[src/rtl/midori_sbox_layer_ctrl.sv]
// Sequencer that streams the eight byte lanes of a 3-share masked Midori state
// through one shared, pipelined TwoSboxes instance and reassembles the output shares.
module midori_sbox_layer_ctrl #(
    parameter int SBOX_LATENCY = 2
) (
    input  logic         clk,
    input  logic         rst_i,
    input  logic         start_i,
    input  logic [63:0]  st1_i,
    input  logic [63:0]  st2_i,
    input  logic [63:0]  st3_i,
    input  logic         rnd_valid_i,
    input  logic [191:0] rnd_i,
    output logic         rnd_ready_o,
    output logic [7:0]   sb_in1_o,
    output logic [7:0]   sb_in2_o,
    output logic [7:0]   sb_in3_o,
    output logic [191:0] sb_r_o,
    input  logic [7:0]   sb_out1_i,
    input  logic [7:0]   sb_out2_i,
    input  logic [7:0]   sb_out3_i,
    output logic [63:0]  res1_o,
    output logic [63:0]  res2_o,
    output logic [63:0]  res3_o,
    output logic         busy_o,
    output logic         done_o
);

    typedef enum logic [1:0] {S_IDLE, S_ISSUE, S_DRAIN, S_DONE} state_t;

    typedef struct packed {
        logic       valid;
        logic [2:0] idx;
    } tag_t;

    state_t      state;
    logic [3:0]  issue_cnt;
    logic [3:0]  cap_cnt;
    logic [63:0] sh1, sh2, sh3;
    tag_t        tag_pipe [SBOX_LATENCY];

    logic pipe_run;
    logic issue_fire;
    logic cap_fire;
    tag_t tag_in;
    tag_t tag_out;

    assign pipe_run   = (state == S_ISSUE) || (state == S_DRAIN);
    assign issue_fire = (state == S_ISSUE) && rnd_valid_i;
    assign tag_in     = '{valid: issue_fire, idx: issue_cnt[2:0]};
    assign tag_out    = tag_pipe[SBOX_LATENCY-1];
    assign cap_fire   = pipe_run && tag_out.valid;

    // The S-box pair sees data and randomness only on a real issue, so no word is wasted.
    always_comb begin
        // NOTE: every output gets a default first so no path leaves it unassigned (no latch).
        rnd_ready_o = 1'b0;
        sb_in1_o    = '0;
        sb_in2_o    = '0;
        sb_in3_o    = '0;
        sb_r_o      = '0;
        if (issue_fire) begin
            rnd_ready_o = 1'b1;
            sb_in1_o    = sh1[{issue_cnt[2:0], 3'b000} +: 8];
            sb_in2_o    = sh2[{issue_cnt[2:0], 3'b000} +: 8];
            sb_in3_o    = sh3[{issue_cnt[2:0], 3'b000} +: 8];
            sb_r_o      = rnd_i;
        end
    end

    always_ff @(posedge clk) begin
        if (!rst_i) begin
            state     <= S_IDLE;
            issue_cnt <= '0;
            cap_cnt   <= '0;
            sh1       <= '0;
            sh2       <= '0;
            sh3       <= '0;
            res1_o    <= '0;
            res2_o    <= '0;
            res3_o    <= '0;
            busy_o    <= 1'b0;
            done_o    <= 1'b0;
            // NOTE: the tag pipe is a handful of flops, not a RAM, so it is cleared to drop in-flight issues.
            for (int i = 0; i < SBOX_LATENCY; i++) begin
                tag_pipe[i] <= '0;
            end
        end else begin
            // NOTE: non-blocking assignments let the shift and the capture below all read pre-edge values.
            if (pipe_run) begin
                tag_pipe[0] <= tag_in;
                for (int i = 1; i < SBOX_LATENCY; i++) begin
                    tag_pipe[i] <= tag_pipe[i-1];
                end
            end

            if (cap_fire) begin
                res1_o[{tag_out.idx, 3'b000} +: 8] <= sb_out1_i;
                res2_o[{tag_out.idx, 3'b000} +: 8] <= sb_out2_i;
                res3_o[{tag_out.idx, 3'b000} +: 8] <= sb_out3_i;
                cap_cnt <= cap_cnt + 4'd1;
            end

            if (issue_fire) begin
                issue_cnt <= issue_cnt + 4'd1;
            end

            case (state)
                S_IDLE: begin
                    if (start_i) begin
                        sh1       <= st1_i;
                        sh2       <= st2_i;
                        sh3       <= st3_i;
                        issue_cnt <= '0;
                        cap_cnt   <= '0;
                        busy_o    <= 1'b1;
                        state     <= S_ISSUE;
                    end
                end
                S_ISSUE: begin
                    if (issue_fire && issue_cnt == 4'd7) begin
                        state <= S_DRAIN;
                    end
                end
                // Leave on the capture that completes lane 7 so done_o coincides with full results.
                S_DRAIN: begin
                    if (cap_fire && cap_cnt == 4'd7) begin
                        busy_o <= 1'b0;
                        done_o <= 1'b1;
                        state  <= S_DONE;
                    end
                end
                S_DONE: begin
                    done_o <= 1'b0;
                    state  <= S_IDLE;
                end
                default: begin
                    state <= S_IDLE;
                end
            endcase
        end
    end

endmodule
[config.mk]
export PLATFORM = sky130hd
export DESIGN_NAME = midori_sbox_layer_ctrl
export DESIGN_NICKNAME = d
export VERILOG_FILES = /design/src/rtl/midori_sbox_layer_ctrl.sv
export SDC_FILE = /design/constraint.sdc
export NUM_CORES = 1
export LEC_CHECK = 0
export BUFFER_PORTS_ARGS = -buffer_cell sky130_fd_sc_hd__buf_4
export CELL_PAD_IN_SITES_DETAIL_PLACEMENT = 1
export CELL_PAD_IN_SITES_GLOBAL_PLACEMENT = 1
export CORE_AREA = 8 8 311 313
export DETAILED_ROUTE_END_ITERATION = 8
export DIE_AREA = 0 0 319 321
export GPL_TIMING_DRIVEN = 0
export PLACE_DENSITY_LB_ADDON = 0.1
export SLEW_MARGIN = 0
export SYNTH_ARGS = -nofsm -noshare
export SYNTH_HDL_FRONTEND = slang
export SYNTH_SLANG_ARGS = --single-unit
[constraint.sdc]
create_clock -name clk -period 2.75 [get_ports clk]
set_input_delay 0.55 -clock clk [delete_from_list [all_inputs] [get_ports clk]]
set_output_delay 0.55 -clock clk [all_outputs]
set_load 0.05 [all_outputs]
Word-level counts from Yosys, hierarchy flattened. Memories as Yosys holds them, arrays and structs flattened. Index checks and enable logic that the tools add are counted. W data, S select, Z words.

Register bits after elaboration: 396. Memories kept: 1. Bits in writable memories: 8.

Reductions and logical operators: 12. Equality and inequality tests: 8. Bitwise logic cells: 2. Shift operators: 7. Add/subtract/negate cells: 3. Mux-type cells: 29.

Memories: tag_pipe (depth 2, bits a word 4, read ports 2, clocked after memory_dff 0, wr ports 2, line 40) `tag_t tag_pipe [SBOX_LATENCY];`.

Operators with widths (count): $bwmux W64 (3); $mux W192 (1); $shiftx A64 B7 Y8 (3); $shiftx A8 B8 Y64 (3); $shift A8 B8 Y64 const A (1); $mux W4 (8); $mux W8 (3); $add A4 B1 Y4 const B (2); $eq A4 B3 Y1 const B (2); $mux W1 (8); $neg A6 Y8 (1); $pmux W2 S4 (1); $mux W2 (3); $reduce_and A3 Y1 (2); $eq A2 B2 Y1 const B (2); $logic_and A1 B1 Y1 (4); $ne A2 B1 Y1 const B (2); $pmux W1 S2 (2); $reduce_and A2 Y1 (2); $reduce_bool A2 Y1 (2); $eq A2 B1 Y1 const B (1); $logic_not A2 Y1 (1); $ne A2 B2 Y1 const B (1); $or A1 B1 Y1 (2); $logic_or A1 B1 Y1 (1).

Longest topological paths before layout. Gate-level depths: netlist of the first run.

Word-level depth: 6. Mapped depth: 10. Mapped depth without buffers: 7.

Least setup slack after synthesis of the first run. OpenSTA, ideal clock, no wires.

Kind: register -> output. From: register issue_cnt[2]. To: output port sb_in1_o[2]. Cell stages (with the launch flop): 5. Data required time: 2.200 ns. Arrival time: 1.945 ns. Slack: 0.255 ns. Path buffers: 2. Cells stage by stage: dfxtp_1 clkbuf_1 clkbuf_1 mux2i_1 nor2_1.

Word-level cells in the longest chain between the ends: 2.

Ends and longest elaborated chain: start: declaration (line 37) `logic [3:0] issue_cnt;`; start signal: assignment (line 105) `issue_cnt <= issue_cnt + 4'd1;`; $shiftx A64 B7 Y8 (line 64) `sb_in1_o = sh1[{issue_cnt[2:0], 3'b000} +: 8];`; $mux W8 (line 62) `if (issue_fire) begin`; end: declaration (line 15) `output logic [7:0] sb_in1_o,`.

No other way between the ends.

Final worst setup path of the first run.
From: register issue_cnt[0]. To: output port sb_in3_o[0].

Word-level cells in the longest chain between the ends: 2.

Ends and longest elaborated chain: $shiftx A64 B7 Y8 (line 66) `sb_in3_o = sh3[{issue_cnt[2:0], 3'b000} +: 8];`; $mux W8 (line 62); end: declaration (line 17) `output logic [7:0] sb_in3_o,`.

No other way between the ends.

==> run summary, run 1 <==
The die covers 102000 sq um. Max-cap violations in this run came to 0. Clock skew on the completed layout was measured at 0.0279 ns. The detail-routed net length per standard cell works out to 25.4 um. For this run, the leading register cell type out of synthesis is sky130_fd_sc_hd__dfxtp_1.

The footprint of the multi-input gates was 9400 sq um. The tools report the number of distinct standard cells referenced by the synthesized netlist as 40. The synthesized netlist devotes 26.0% of its cell area to simple gates.

After synthesis the netlist holds a flip-flop and latch count of 404. The number of buffer and inverter instances along the worst setup path was 3; the leakage power figure was 12.2 nW. The run gives 0 as the remaining global-route overflow.

The synthesized design contains 8 enable-type register cells. The area fraction of the dominant cell type after synthesis is 43.5%, and the number of placement rows is 112. The post-synthesis adder-cell area fraction was 0.756%. The signal on the critical path passes through buf_8 -> buf_12 -> mux4_2 -> mux2i_1 -> nor2_2 -> buf_6.

Along the worst hold path, the cell count comes to 3. By area, the combinational part of the netlist is dominated by simple AND/OR/NAND/NOR gates. The clock net sink count was 404.

The beginning of the worst register-to-register path is tag_pipe[0][4]. The flow ran to the end, but the final reports show violations. The logs give 2141 for the instance count of the mapped netlist and 53 for the number of CTS-inserted buffers.

In this design, the stage delay of the slowest critical-path cell is 0.55 ns. The count of input and output buffers works out to 802. The worst hold path belongs to the class input pin to flip-flop.

Ranked by instance count, the synthesized netlist is headed by sky130_fd_sc_hd__nand2_1 (631), sky130_fd_sc_hd__dfxtp_1 (396), sky130_fd_sc_hd__a21boi_0 (297), sky130_fd_sc_hd__and3_1 (206), sky130_fd_sc_hd__clkbuf_1 (181). Pin placement for this block handled 823 I/O pins. The tools report the instance area after placement as 25700 sq um. Of the cells placed in the final design, the portion with a size suffix greater than 1 is 35.3%.

The core region is 92200 sq um. The tools report the maximum clock frequency as 0.358 GHz. In the final design database the tool counted 3442 nets. The slack of the critical path was -0.0447 ns. The tools report the cell at the root of the clock tree as sky130_fd_sc_hd__clkbuf_16. On the critical path, the stage with the largest delay is an instance of sky130_fd_sc_hd__mux4_2. The pin count of the biggest net entering global routing is 14. The cell class contributing the biggest share of worst-path delay was multiplexers. Summing the areas of all xor and xnor instances in the mapped netlist gives 0.241% of the synthesized area. The remaining antenna violation count after routing came out at 0.

For this design the ratio of total power to cell area is 748 nW/um^2. The number of hold violations in the final report was 0; the worst-case headroom to the max-slew limit was 36.1%. In the routed design, unresolved DRC markers number 0.

Yosys printed 0 warnings. The count of vias placed by the detailed router came out at 19.0k. Subtracting the final worst setup slack from the clock period gives 2.79 ns.

The first-pass GRT wire length was 152 mm; the sum of net half-perimeters after detailed placement was 87.3 mm. The number of H-tree levels was 2; the share of the cycle needed by the critical path after routing was 102%. In the post-synthesis netlist, the biggest area contributors are sky130_fd_sc_hd__dfxtp_1 (44%), sky130_fd_sc_hd__nand2_1 (13%), sky130_fd_sc_hd__a21boi_0 (12%).

At the pin with the least slew margin, the transition time is 0.959 ns. The most repeated cell in the gate-level netlist after synthesis was sky130_fd_sc_hd__nand2_1. The initial antenna violation count was 9.

The average vias per placed instance was 4.47. The max-slew violation count was 0; the maximum fanout count along the critical path was 8. The congestion estimate from routability-driven global placement came to 0.922.

The tightest hold path in the finished design has a slack of 0.215 ns. Clock-pin slew was measured on the worst setup and hold paths at 0.06 ns. The average instance in the mapped netlist occupies 8.50 sq um.

The filler cell count in the final layout was 10.8k; the fraction of the mapped netlist area in compound gates was 14.6%. The tools report the proportion of synthesized chip area in sequential cells as 44.9%. Across every metal layer, demand over resource in global routing totals 20.0%. For the maximum count of clock buffers along a single path, the log shows 3. For the worst setup path, the data required time is 2.20 ns.

Synthesis produced a netlist with a net count of 2564. The height of the chip was 321 um. From synthesis to final layout, the design area changed by 56.1%. The share of async-settable or async-resettable flops after synthesis came out at 0%.

The later pin in the worst-skew pair is clocked with a latency of 0.59 ns. In this run the critical register-to-register path is captured at res2_o[63]. Summing all flip-flop and latch instances after layout gives 8180 sq um. TritonCTS built the clock tree.

The die width is 319 um, and the number of search-and-repair iterations in the first detailed-routing pass is 5. Sink of the worst hold path: sh2[21]. The worst-case IR drop observed on VDD is 0.000422 V. Setup slack on the worst reg-to-reg path comes out at 0.13 ns. Once the floorplan was initialized, standard cells occupied 19.7% of the core. The logs give 108 mm for the total wirelength of the detailed-routed design and -0.675 ns for the worst slack at placement. In the synthesized netlist, mux cells make up 8.69% of the area.

The post-synthesis cell type with the largest combined area is sky130_fd_sc_hd__dfxtp_1. Setup repair after global routing could not meet its margin everywhere. The worst setup path is launched from a flip-flop. The worst setup path is of the flip-flop to output pin kind. The logic depth of the worst register-to-register path is 9. The worst hold path begins at st2_i[21]. The number of global-route vias before repair is 20.2k. The violation count after the first detailed-route iteration was 942; the cell area after layout was 28400 sq um. Data arrives at the worst endpoint at 2.24 ns.

STA classifies the critical path endpoint as an output pin. The synthesized netlist occupies a cell area of 18200 sq um. The final reports fail on negative setup slack. Setup violations remaining at the end of the flow were counted as 9.
## flip-flops by register name (all words and copies together) (netlist names)
signal	cells
done_o	1
busy_o	1
cap_cnt	4
res3_o	64
tag_pipe	8
sh3	64
state	2
res1_o	64
issue_cnt	4
res2_o	64
sh1	64
sh2	64
## cells in the final DEF, fill, tap and decap left out, drive strengths merged, types with 2 or more instances in the layout
cell type / n
a21boi: 309
a21oi: 4
and2: 11
and3: 206
buf: 864
bufinv: 2
clkbuf: 249
clkinv: 8
clkinvlp: 3
dfxtp: 396
diode: 4
edfxtp: 8
ha: 11
inv: 7
mux2i: 50
mux4: 48
nand2: 631
nand2b: 4
nand3: 91
nand3b: 6
nand4: 2
nor2: 31
nor2b: 26
nor3: 6
nor4: 4
o21a: 6
o21ai: 51
or3: 6
or4: 2
xor2: 4
## through the flow
stage	total power, mW	setup TNS [ns]	instances	util, %
6_report	21.2	-0.233	4253	30.8
5_1_grt	22.4	-2.50	4250	30.8
4_1_cts	21.5	-2.64	4249	30.7
3_5_place_dp	14.0	-69.29	4140	27.9
3_3_place_gp	13.9	-46.56	4140	27.9
2_1_floorplan	11.1	0	2141	-
## worst max-delay path by stage
| stage | from | to | slack [ns] | cells after the start |
|---|---|---|---|---|
| 4_1_cts | issue_cnt[0] | sb_in1_o[1] | -0.15 | 7 |
| 5_1_grt | issue_cnt[0] | sb_in2_o[4] | -0.15 | 6 |
| 3_5_place_dp | tag_pipe[0][4] | res2_o[21] | -0.68 | 10 |
| 2_1_floorplan | issue_cnt[2] | sb_in1_o[2] | 0.25 | 4 |
| 6_report | issue_cnt[0] | sb_in3_o[0] | -0.04 | 6 |
| 3_3_place_gp | tag_pipe[0][4] | res2_o[23] | -0.51 | 10 |
## metal layers
metal,vias to the layer above,GRT usage [%],wire length [um]
met5,-,0,42
met1,9417,25.4,47300
met4,8,4.06,2120
li1,8996,-,-
met2,497,34.7,52800
met3,104,4.49,5750
## kinds of logic (layout without fill, tap and decap cells)
logic type | after synthesis | count (layout)
flip-flops | 404 | 404
multiplexers | 98 | 98
XOR/XNOR | 5 | 5
adder cells (fa/ha/maj) | 11 | 11
buffers and inverters | 222 | 1133
AO/OA/AOI/OAI | 372 | 372
AND/OR/NAND/NOR | 1029 | 1029
other | 0 | 4
## where the power goes
group          total, mW  leakage, nW  switching [mW]  internal, mW
logic               7.61         8.06            4.99          2.62
clock network       6.77        0.820            2.75          4.01
registers           6.87         3.31           0.366          6.51
total               21.2         12.2            8.11          13.1
## worst register-to-register path: cells and delay by family (launching register included)
kind / cells / cell delay, ns
buffers and inverters: 3 / 0.50
AOI/OAI and AO/OA: 1 / 0.18
and+or+nand+nor: 3 / 0.99
adders and majority gates: 2 / 0.46
DFF: 1 / 0.39
## cell type report
type / count / area share (%)
multi-input cells: 1515 / 33.1
flip-flops and latches: 404 / 28.8
repair buffers: 827 / 22.9
clock buffers: 74 / 5.37
well taps: 1197 / 5.27
plain buffers: 212 / 4.02
clock inverters: 14 / 0.502
inverters: 6 / 0.0793
diodes: 4 / 0.0352
## repair_timing
| item | 4_1_cts | 5_1_grt |
|---|---|---|
| pin swaps | 5 | 11 |
| endpoints found under the setup margin | 393 | 276 |
| hold buffers | 0 | 0 |
| cloned | 7 | 0 |
| gates resized for setup | 165 | 69 |
| buffers inserted | 17 | 4 |
(Power assumes the default switching activity.)
==> inputs of run 2 (changes only) <==
--- a/config.mk
+++ b/config.mk
@@ -8,9 +8,10 @@
 export BUFFER_PORTS_ARGS = -buffer_cell sky130_fd_sc_hd__buf_4
 export CELL_PAD_IN_SITES_DETAIL_PLACEMENT = 1
 export CELL_PAD_IN_SITES_GLOBAL_PLACEMENT = 1
-export CORE_AREA = 8 8 311 313
+export CORE_AREA = 8 8 312 314
 export DETAILED_ROUTE_END_ITERATION = 8
-export DIE_AREA = 0 0 319 321
+export DIE_AREA = 0 0 320 322
+export GPL_ROUTABILITY_DRIVEN = 0
 export GPL_TIMING_DRIVEN = 0
 export PLACE_DENSITY_LB_ADDON = 0.1
 export SLEW_MARGIN = 0
==> constraint.sdc (replaced) <==
create_clock -name clk -period 3.5 [get_ports clk]
set_input_delay 0.7 -clock clk [delete_from_list [all_inputs] [get_ports clk]]
set_output_delay 0.7 -clock clk [all_outputs]
set_load 0.05 [all_outputs]
==> run summary, run 2 (same netlist as run 1, synthesis figures left out) <==
Cell at the root of the clock tree: sky130_fd_sc_hd__clkbuf_16. The run gives 92500 sq um (+0.30%) as the placeable core region. The tools report the remaining antenna violation count after routing as 0 (unchanged). The sum of net half-perimeters after detailed placement is 90.0 mm (+3.1%), and the maximum fanout count along the critical path is 10 (+2). The tools report the number of cells after detailed placement as 4140 (unchanged). The total of max-cap violations came out at 0 (unchanged). The fraction of final layout cells with drive strength greater than 1 came out at 32.6% (-2.7 points). The number of search-and-repair iterations in the first detailed-routing pass was 4 (-1). The maximum count of clock buffers along a single path came out at 3 (unchanged). The number of CTS-inserted buffers is 52 (-1.9%), and the total number of nets in the final design is 3419 (-0.67%). The share of the cycle needed by the critical path after routing is 95.7%, and the remaining global-route overflow is 0 (unchanged). The critical path is of the flip-flop to output pin type.

The maximum clock frequency is 0.299 GHz, and the total setup buffers inserted after CTS is 0 (-17). The synthesis-to-finish area growth was 51.4%. The height of the chip came out at 322 um (+0.31%). TritonCTS built the clock tree. The total wirelength of the detailed-routed design is 109 mm (+0.70%), and the clock slew at the register clock pins of the worst setup and hold paths is 0.06 ns (about the same). The data required time at the worst endpoint came out at 2.80 ns (+0.60 ns).

The logs give 11.9 nW (-2.7%) for the leakage power figure and 4240 (-0.31%) for the final instance count without filler cells. The run gives 2 (unchanged) as the number of H-tree levels. Detail-routed net length per standard cell: 25.6 um (+1.0%).

The number of placement rows is 112 (unchanged). The final setup TNS is 0 ns (+0.233 ns). Setup repair after global routing left no endpoint under its margin.

The max-slew violation count was 0 (unchanged). The logs give 911 (-3.3%) for the violation count after the first detailed-route iteration and 10.1% (-26 points) for the worst-case headroom to the max-slew limit. The die width is 320 um (+0.31%), and the initial antenna violation count is 11 (+2). The total I/O pin count was 823 (unchanged); the hold buffer count at cts was 0 (unchanged). The run gives 20.0% (about the same) as the overall fraction of global-route tracks in use. Most frequent standard cell in the layout excluding fill and tap cells: sky130_fd_sc_hd__buf_4.

The total power divided by cell area is 595 nW/um^2 (-20%), and the total DRC errors in the routed layout is 0 (unchanged). The tools report the worst IR drop on VDD as 0.000309 V (-27%). The count of vias placed by the detailed router was 18.9k (-0.54%); the initial cell density of the core was 19.7% (-0.060 points). The tools report the count of endpoints failing setup in the final report as 0 (-9). The count of input and output buffers was 802 (unchanged). The tools report the first-pass GRT wire length as 152 mm (-0.13%).

The average vias per placed instance is 4.46 (-0.23%). The full die area came out at 103000 sq um (+0.63%). The library cells used most frequently in the layout, excluding fill and tap cells, are sky130_fd_sc_hd__buf_4 (811), sky130_fd_sc_hd__nand2_1 (630), sky130_fd_sc_hd__dfxtp_1 (396). The pin count of the biggest net entering global routing came out at 14 (unchanged). Number of global-route vias before repair: 20.0k (-1.1%).

The min-delay analysis places its worst path in the category input pin to flip-flop. The run gives 0.60 ns (about the same) as the source-to-sink clock delay at the later pin of the worst-skew pair. The category of the worst setup path capture point is an output pin. The run gives 0.0233 ns (-0.00465 ns) as the final setup skew. The data arrival at the endpoint of the critical path is 2.65 ns (+0.41 ns). STA classifies the critical path startpoint as a flip-flop. Slew at the pin closest to its max-slew limit: 1.35 ns (+0.386 ns). For the finished layout, the period the worst path requires is 3.35 ns. The logs give 404 (unchanged) for the clock net sink count and 0 (unchanged) for the number of hold violations in the final report. The filler cell count in the final layout came out at 11.0k (+1.4%). The run finished with clean final reports.
run 2: repair_timing:
action	CTS	global route
setup endpoints to repair	205	87
pin swaps	0	0
resized for setup	19	7
run 2: path summary, 6_finish.rpt:
kind                                startpoint     endpoint  slack (ns)  cells after the start
worst max-delay path              issue_cnt[1]  sb_in2_o[0]        0.15                      6
worst min-delay path                 st3_i[27]      sh3[27]        0.36                      3
worst max register to register  tag_pipe[0][4]   res1_o[14]        0.40                      9
worst min register to register       res2_o[8]    res2_o[8]        0.46                      2
run 2: routing by layer:
layer  global-route usage, %  up-vias  part of all wire [%]
met1                    25.9     9324                    45
met5                       0        -                 0.038
met4                    3.83        6                   1.7
met2                    34.5      512                    49
met3                    3.87      115                   5.0
li1                        -     8963                     -
run 2: layout make-up:
cell class / instances / area [sq um] / area share [%]
Antenna cell: 4 / 10.0 / 0.0363
Tap cell: 1197 / 1500 / 5.43
Clock inverter: 22 / 265 / 0.962
Multi-Input combinational cell: 1515 / 9180 / 33.3
Timing Repair Buffer: 802 / 6020 / 21.8
Inverter: 6 / 22.5 / 0.0817
Sequential cell: 404 / 8170 / 29.6
Buffer: 215 / 892 / 3.24
Clock buffer: 75 / 1510 / 5.48
run 2: stage by stage:
step	total power, mW	area (sq um)	util, %	hold WS [ns]	worst slack, ns
2_1_floorplan	8.73	18200	-	0.440	0.855
3_3_place_gp	10.9	25700	27.8	0.448	0.200
3_5_place_dp	11.0	25700	27.8	0.446	0.142
4_1_cts	16.7	27500	29.8	0.317	0.00137
5_1_grt	17.2	27600	29.8	0.335	0.0214
6_report	16.4	27600	29.8	0.363	0.151
run 2: where the power goes:
part,internal [mW],switching (mW)
Combinational,1.70,3.71
Clock,3.37,2.20
Sequential,5.11,0.292
run 2: worst max-delay path, stage by stage, from the launching register on:
cell,delay (ns)
sky130_fd_sc_hd__dfxtp_1,0.33
sky130_fd_sc_hd__clkbuf_1,0.33
sky130_fd_sc_hd__clkbuf_2,0.47
sky130_fd_sc_hd__mux4_2,0.43
sky130_fd_sc_hd__mux2i_1,0.19
sky130_fd_sc_hd__nor2_1,0.09
sky130_fd_sc_hd__buf_4,0.21
